--- src/rtl/gpu_pkg.sv ---
// Shared types for the kernel launch path.
//   launch_entry_t   : one pending launch (assigned kernel ID + thread count)
//   launcher_state_t : kernel_launcher sequencing states
package gpu_pkg;

   localparam int KERNEL_ID_W = 8;

   typedef struct packed {
      logic [KERNEL_ID_W-1:0] kernel_id;
      logic [7:0]             thread_count;
   } launch_entry_t;

   typedef enum logic [1:0] {
      IDLE   = 2'd0,
      CLEAR  = 2'd1,
      RUN    = 2'd2,
      RETIRE = 2'd3
   } launcher_state_t;

endpackage

--- src/rtl/kernel_launch_fifo.sv ---
// Synchronous FIFO of pending kernel launches.
// Ports:
//   clk_i, rst_ni          clock, asynchronous active-low reset
//   push_i, push_data_i    write one entry (ignored when full)
//   pop_i, pop_data_o      read/remove head entry (ignored when empty);
//                          pop_data_o always shows the current head
//   flush_i                drop every stored entry
//   level_o, full_o, empty_o  occupancy
module kernel_launch_fifo
   import gpu_pkg::*;
#(
   parameter int  DEPTH = 4,
   localparam int AW    = $clog2(DEPTH),
   localparam int LW    = AW + 1
) (
   input  logic          clk_i,
   input  logic          rst_ni,
   input  logic          push_i,
   input  launch_entry_t push_data_i,
   input  logic          pop_i,
   input  logic          flush_i,
   output launch_entry_t pop_data_o,
   output logic [LW-1:0] level_o,
   output logic          full_o,
   output logic          empty_o
);

   launch_entry_t mem_q [DEPTH];
   logic [AW-1:0] wr_ptr_q, rd_ptr_q;
   logic [LW-1:0] level_q;
   logic          do_push, do_pop;

   assign full_o     = (level_q == LW'(DEPTH));
   assign empty_o    = (level_q == '0);
   assign level_o    = level_q;
   assign pop_data_o = mem_q[rd_ptr_q];
   assign do_push    = push_i && !full_o;
   assign do_pop     = pop_i && !empty_o;

   // DEPTH is a power of two, so pointers wrap naturally.
   always_ff @(posedge clk_i or negedge rst_ni) begin
      if (!rst_ni) begin
         wr_ptr_q <= '0;
         rd_ptr_q <= '0;
         level_q  <= '0;
      end else if (flush_i) begin
         wr_ptr_q <= '0;
         rd_ptr_q <= '0;
         level_q  <= '0;
      end else begin
         if (do_push) wr_ptr_q <= wr_ptr_q + AW'(1);
         if (do_pop)  rd_ptr_q <= rd_ptr_q + AW'(1);
         case ({do_push, do_pop})
            2'b10:   level_q <= level_q + LW'(1);
            2'b01:   level_q <= level_q - LW'(1);
            default: level_q <= level_q;
         endcase
      end
   end

   always_ff @(posedge clk_i) begin
      if (do_push) mem_q[wr_ptr_q] <= push_data_i;
   end

endmodule

--- src/rtl/kernel_launcher.sv ---
// Kernel launcher: queues launch requests and sequences each kernel through
// the block dispatch unit (reset, start, wait for done, retire), reporting a
// completion with kernel ID and RUN cycle count.
// Ports:
//   clk, reset (async, active-low)
//   launch_valid/launch_ready/launch_thread_count/launch_kernel_id : request side
//   dispatch_reset/dispatch_start/dispatch_thread_count/dispatch_done : dispatch side
//   done_valid/done_kernel_id/done_cycles : completion report
//   queue_level, busy : status
// Optional build macro KERNEL_LAUNCHER_ABORT_EN adds input abort and output
// done_aborted (kills the running kernel and flushes the queue).
//
// state  | meaning
// IDLE   | dispatch held in reset; pop next entry when queue non-empty
// CLEAR  | one cycle of dispatch reset with the new thread count stable
// RUN    | dispatch started; count cycles until dispatch_done
// RETIRE | one cycle; report completion, then back to IDLE
module kernel_launcher
   import gpu_pkg::*;
#(
   parameter int  QUEUE_DEPTH = 4,
   parameter int  CYCLE_CNT_W = 16,
   localparam int LVL_W       = $clog2(QUEUE_DEPTH) + 1
) (
   input  logic                   clk,
   input  logic                   reset,
`ifdef KERNEL_LAUNCHER_ABORT_EN
   input  logic                   abort,
   output logic                   done_aborted,
`endif
   input  logic                   launch_valid,
   output logic                   launch_ready,
   input  logic [7:0]             launch_thread_count,
   output logic [KERNEL_ID_W-1:0] launch_kernel_id,
   output logic                   dispatch_reset,
   output logic                   dispatch_start,
   output logic [7:0]             dispatch_thread_count,
   input  logic                   dispatch_done,
   output logic                   done_valid,
   output logic [KERNEL_ID_W-1:0] done_kernel_id,
   output logic [CYCLE_CNT_W-1:0] done_cycles,
   output logic [LVL_W-1:0]       queue_level,
   output logic                   busy
);

   launcher_state_t        state_q, state_d;
   logic [KERNEL_ID_W-1:0] next_id_q, active_id_q;
   logic [CYCLE_CNT_W-1:0] cnt_q;
   logic [7:0]             thread_count_q;
   logic                   dispatch_reset_q, dispatch_start_q;
   logic                   done_valid_q;
   logic [KERNEL_ID_W-1:0] done_kernel_id_q;
   logic [CYCLE_CNT_W-1:0] done_cycles_q;
   logic                   busy_q;

   logic                   abort_w;
   logic                   push, pop;
   launch_entry_t          push_entry, head;
   logic                   fifo_full, fifo_empty;

`ifdef KERNEL_LAUNCHER_ABORT_EN
   logic aborted_q, done_aborted_q;
   assign abort_w      = abort;
   assign done_aborted = done_aborted_q;
`else
   assign abort_w = 1'b0;
`endif

   assign launch_ready     = !fifo_full && !abort_w;
   assign push             = launch_valid && launch_ready;
   assign launch_kernel_id = next_id_q;
   assign push_entry       = '{kernel_id: next_id_q, thread_count: launch_thread_count};

   kernel_launch_fifo #(
      .DEPTH (QUEUE_DEPTH)
   ) u_fifo (
      .clk_i       (clk),
      .rst_ni      (reset),
      .push_i      (push),
      .push_data_i (push_entry),
      .pop_i       (pop),
      .flush_i     (abort_w),
      .pop_data_o  (head),
      .level_o     (queue_level),
      .full_o      (fifo_full),
      .empty_o     (fifo_empty)
   );

   always_comb begin
      state_d = state_q;
      pop     = 1'b0;
      case (state_q)
         IDLE: begin
            if (!fifo_empty && !abort_w) begin
               pop     = 1'b1;
               state_d = (head.thread_count == 8'd0) ? RETIRE : CLEAR;
            end
         end
         CLEAR:   state_d = abort_w ? RETIRE : RUN;
         RUN:     if (abort_w || dispatch_done) state_d = RETIRE;
         RETIRE:  state_d = IDLE;
         default: state_d = IDLE;
      endcase
   end

   always_ff @(posedge clk or negedge reset) begin
      if (!reset) begin
         state_q        <= IDLE;
         next_id_q      <= '0;
         active_id_q    <= '0;
         thread_count_q <= '0;
         cnt_q          <= '0;
      end else begin
         state_q <= state_d;
         if (push) next_id_q <= next_id_q + KERNEL_ID_W'(1);
         if (pop) begin
            active_id_q    <= head.kernel_id;
            thread_count_q <= head.thread_count;
            cnt_q          <= '0;
         end else if (state_q == RUN && cnt_q != '1) begin
            cnt_q <= cnt_q + CYCLE_CNT_W'(1);
         end
      end
   end

   // Dispatch-facing and completion outputs are registered decodes of the
   // current state, so they trail the state register by one cycle. This is
   // what places the first start three edges after an accept.
   always_ff @(posedge clk or negedge reset) begin
      if (!reset) begin
         dispatch_reset_q <= 1'b1;
         dispatch_start_q <= 1'b0;
         done_valid_q     <= 1'b0;
         done_kernel_id_q <= '0;
         done_cycles_q    <= '0;
         busy_q           <= 1'b0;
      end else begin
         dispatch_reset_q <= (state_q != RUN);
         dispatch_start_q <= (state_q == RUN);
         done_valid_q     <= (state_q == RETIRE);
         busy_q           <= (state_q != IDLE) || !fifo_empty;
         if (state_q == RETIRE) begin
            done_kernel_id_q <= active_id_q;
            done_cycles_q    <= cnt_q;
         end
      end
   end

`ifdef KERNEL_LAUNCHER_ABORT_EN
   always_ff @(posedge clk or negedge reset) begin
      if (!reset) begin
         aborted_q      <= 1'b0;
         done_aborted_q <= 1'b0;
      end else begin
         if (pop)
            aborted_q <= 1'b0;
         else if (abort_w && (state_q == CLEAR || state_q == RUN))
            aborted_q <= 1'b1;
         done_aborted_q <= (state_q == RETIRE) && aborted_q;
      end
   end
`endif

   assign dispatch_reset        = dispatch_reset_q;
   assign dispatch_start        = dispatch_start_q;
   assign dispatch_thread_count = thread_count_q;
   assign done_valid            = done_valid_q;
   assign done_kernel_id        = done_kernel_id_q;
   assign done_cycles           = done_cycles_q;
   assign busy                  = busy_q;

endmodule
--- config.mk ---
export PLATFORM = sky130hd
export DESIGN_NAME = kernel_launcher
export DESIGN_NICKNAME = d
export VERILOG_FILES = /design/src/rtl/gpu_pkg.sv /design/src/rtl/kernel_launch_fifo.sv /design/src/rtl/kernel_launcher.sv
export SDC_FILE = /design/constraint.sdc
export NUM_CORES = 1
export LEC_CHECK = 0
export CAP_MARGIN = 20
export CORE_MARGIN = 10
export CORE_UTILIZATION = 61
export CTS_CLUSTER_DIAMETER = 50
export DETAILED_ROUTE_END_ITERATION = 8
export PLACE_DENSITY_LB_ADDON = 0.08
export SLEW_MARGIN = 5
export SYNTH_ARGS = -nofsm -noshare
export SYNTH_HDL_FRONTEND = slang
export SYNTH_HIERARCHICAL = 1
export SYNTH_SLANG_ARGS = --single-unit
--- constraint.sdc ---
create_clock -name clk -period 4.8 [get_ports clk]
set_clock_uncertainty 0.05 [all_clocks]
set_input_delay 0.72 -clock clk [delete_from_list [all_inputs] [get_ports clk]]
set_output_delay 0.72 -clock clk [all_outputs]
set_load 0.03 [all_outputs]
==> results by stage <==
Status:
- The flow ran to the end, and the final reports show no timing, DRC or antenna violations.

Global routing:
- The met1 track demand over resource is 22.24%.
- In the global route stage, met3 resource usage came out at 4.046%.
- The via count of the first global-routing pass is 3,761.
- Global routing consumed, over all layers together, 17.31% of the routing resources.
- Global routing consumed, on the met2 layer, between 20% and 30% of the routing resources.
- In this run the most used layer during global routing was met2.
- The initial antenna violation count is 0.
- The first-pass GRT wire length is 19,800 um.
- The global-route congestion overflow total is 0.
- The maximum number of pins on one net before global-route repair is just under 80.

Timing:
- The minimum period implied by the final worst setup slack is between 2 and 3 ns.
- The hold violation count in the final report is 0.
- The final-report max-slew violation count is 0.
- The total of endpoints with negative setup slack in the final report is 0.
- In the finished design, the share of the clock period the worst path needs comes to 60.94%.
- The post-route setup TNS is 0 ns.
- The maximum clock frequency is 341.8 MHz.
- Setup repair after global routing left no endpoint under its margin.
- Measured against its own limit, the worst slew margin works out to 36.29%.
- At the pin with the least slew margin, the transition time is 0.9556 ns.

Critical path:
- STA classifies the critical path startpoint as a flop.
- The critical path goes through nor3_2 > nand2b_1 > inv_1 > buf_4 > nand2b_1 > o221ai_1 > a31oi_1 > nor3_1.
- The required time at the worst-slack endpoint is 5.18 ns.
- The worst setup path startpoint is u_fifo/level_o[0].
- The worst setup path is of the reg -> reg kind.
- The worst register-to-register path ends at u_fifo/level_o[1].
- The number of cells on the worst reg-to-reg path is 8.
- Along the worst path, the maximum fanout reaches 38.
- The count of buffering cells on the critical path with inverters included is 2.
- The kind of end point of the critical path is a flop.
- The delay contributed by the slowest stage of the critical path is 0.74 ns.
- The dominant cell type by count on the critical path is nand2b_1.
- STA puts the critical path data arrival time at 3.30 ns.
- The end of the critical path is u_fifo/level_o[1].
- For this design, the slowest cell found on the critical path is nand2b_1.
- The kind of cell adding the most delay to the critical path is simple AND/OR/NAND/NOR gates.
- The worst setup slack for register-to-register paths is 1.87 ns.
- The total number of cells along the worst setup path is 8.
- In this run the critical register-to-register path is launched from u_fifo/level_o[0].

Synth:
- Averaged over all synthesized cells, the footprint is 14.15 um^2.
- For this run, the number of Yosys warnings is 6.
- In this run, synthesis inferred 64 flip-flops with an integrated enable.
- The count of cell types in the netlist is 55.
- Synthesis inferred 141 register bits.
- The area of the mapped netlist is 5899 um^2.
- The sequential cell area fraction in the yosys report is 65.26%.
- The async set or reset register ratio after synthesis is 54.61%.
- The dominant synthesized flop cell is dfrtp_1.
- The cell count after synthesis came out at 417.

Power:
- The internal power contribution is approximately 0.0028 W.
- The fraction of power spent switching nets is 32.98%.
- The analysis attributes to net switching a power of around 0.0014 W.
- Combinational logic is responsible for 28.4% of the overall power.
- The power per cell area is 584.2 nW/um^2.
- The leakage power summed over all cells is 2.885 nW.
- VDD sags by at most 437.2 uV.
- The total power draw is 0.004203 W.
- In this run, flip-flops and latches consume 41.6% of the power.
- The relative contribution of the clock network to total power is 29.9%.

Detailed routing:
- For this run, design rule violations remaining after detail routing come to 0.
- The detail route stage leaves a number of antenna-violating nets equal to 0.
- The routed wire length is 11,730 um.
- The first routing iteration left 261 violations.
- The total via count after detailed routing is 3,594.
- Using the TritonRoute via totals, the vias-per-cell ratio works out to 5.714.
- The first detailed-routing pass took 4 iterations.
- The average detailed-routed wire length per instance is 18.65 um.

Die:
- The die height is ~120 um.
- The die boundary width is about 120 um.
- 60 I/O pins were placed.
- The initial standard-cell utilization of the core is 63.25%.
- The number of standard-cell rows in the floorplan is 35.
- The area enclosed by the die boundary is 14,000 um^2.
- In this run the standard cell core region covers 9328 um^2.

Finish:
- Fill cells in the final layout number 592.
- The post-route netlist has 17.80% of its cells at a drive strength greater than 1.
- Leaving out filler cells and counting taps, the final layout contains 629.
- Once layout is done, the placed cells without fillers occupy 7194 um^2.
- The net count of the finished layout is between 500 and 600.
- The antenna diode count is 0.
- The area growth from synthesis to layout is 21.95%.

CTS:
- Gates resized during post-CTS repair numbered 0.
- In this run the post-CTS setup repair buffer count came out at 0.
- The later pin in the worst-skew pair is clocked with a latency of between 0.5 and 0.6 ns.
- The H-tree generated during clock tree synthesis spans 4 levels.
- The number of hold-repair buffers added at the cts stage is 0.
- The number of buffers added by the clock tree synthesis step is 17.
- The clock tree from TritonCTS is done.
- The maximum root-to-sink buffer count is 2.
- The number of clock sinks is around 140.
- The cell chosen for the clock root is clkbuf_8.
- Clock-pin slew was measured on the worst setup and hold paths at around 0.070 ns.

Placed design:
- The congestion estimate from routability-driven global placement came to ~0.80.
- The HPWL after detailed placement is 7493 um.
- The post-detailed-placement cell area is 6591 um^2.
- The count of placed standard cells including taps is approximately 600.
- The number of I/O port buffers is 59.

Worst hold path:
- The path class of the lowest-slack min-delay path is in -> async.

Flow run:
- The max capacitance violation total is 0.
==> flip-flops by register name, indices dropped and copies added (netlist names) <==
register	cells
u_fifo/rd_ptr_q	2
u_fifo/wr_ptr_q	2
done_cycles	16
dispatch_reset	1
dispatch_start	1
dispatch_thread_count	8
busy	1
u_fifo/mem_q	64
active_id_q	8
done_valid	1
state_q	2
launch_kernel_id	8
cnt_q	16
done_kernel_id	8
u_fifo/level_o	3
==> cells in the final DEF (no fill, tap or decap), drive strengths merged, types with 9 or more instances in the layout <==
cell           synthesis  routed
mux2                  25      25
clkdlybuf4s50          0      58
inv                   10      15
clkbuf                 9      18
mux4                  16      16
edfxtp                64      64
a21oi                 12      12
dfrtp                 76      76
o21ai                 11      11
nor2                  12      12
nand2                 63      63
ha                    10      10
nand3                  9       9
==> worst min path at each step <==
stage                         from        endpoint  slack [ns]  cells after the start
CTS                          reset      done_valid        0.33                      1
finish                       reset  done_cycles[2]        0.30                      1
floorplan                    reset  active_id_q[0]        0.37                      0
global route                 reset  dispatch_start        0.38                      1
global placement    active_id_q[1]  active_id_q[1]        0.41                      2
detailed placement  active_id_q[1]  active_id_q[1]        0.41                      2
==> Yosys cell counts, types with 7 or more instances <==
cell       n  share of area, %
inv_1     10              0.64
nand3_1    9              0.76
mux2_2    25               4.8
xnor2_1    7               1.0
ha_1      10               2.1
nand2_1   63               4.0
mux4_2    16               6.1
edfxtp_1  64                33
or3_1      7              0.74
o21ai_0    9              0.76
clkbuf_1   9              0.57
dfrtp_1   76                32
a21oi_1   12               1.0
nor2_1    12              0.76
==> per-layer routing <==
metal,part of all wire (%),vias up
li1,-,1671
met1,43,1821
met2,51,89
met3,4.2,13
met4,1.2,0
met5,0,-
==> through the flow <==
step	util [%]	hold slack (ns)	setup WS (ns)
global placement	70.66	0.4109	1.889
floorplan	-	0.3744	2.176
finish	77.13	0.3033	1.875
detailed placement	70.66	0.4116	1.837
CTS	76.83	0.3306	1.855
global route	77.13	0.3845	1.564
==> power by group through the flow <==
| stage | clock, W | sequential (W) | combinational, W |
|---|---|---|---|
| floorplan | 0 | 0.00194 | 0.000551 |
| detailed placement | 0 | 0.00177 | 0.00118 |
| CTS | 0.00127 | 0.00175 | 0.00119 |
| finish | 0.00126 | 0.00175 | 0.00120 |
| global route | 0.00133 | 0.00179 | 0.00129 |
| global placement | 0 | 0.00175 | 0.00115 |
==> final cells by class <==
| class | instances | area, um^2 | share of cell area [%] |
|---|---|---|---|
| sequential | 141 | 3850 | 53.51 |
| multi-input combinational | 253 | 1924 | 26.75 |
| inverter | 10 | 37.54 | 0.5217 |
| tap | 129 | 161.4 | 2.243 |
| timing repair buffer | 64 | 645.6 | 8.974 |
| clock buffer | 18 | 417.9 | 5.809 |
| clock inverter | 14 | 157.7 | 2.191 |
==> cell families after synthesis <==
kind of cell    after synthesis  synth area share (%)
other cells                   1               0.06357
buf+inv                      29                 2.503
xor+xnor                     12                 1.782
simple gates                135                 11.66
fa+ha+maj                    11                 2.460
flops                       141                 65.26
compound gates               46                 5.217
mux                          42                 11.05
(Power assumes the default switching activity.)
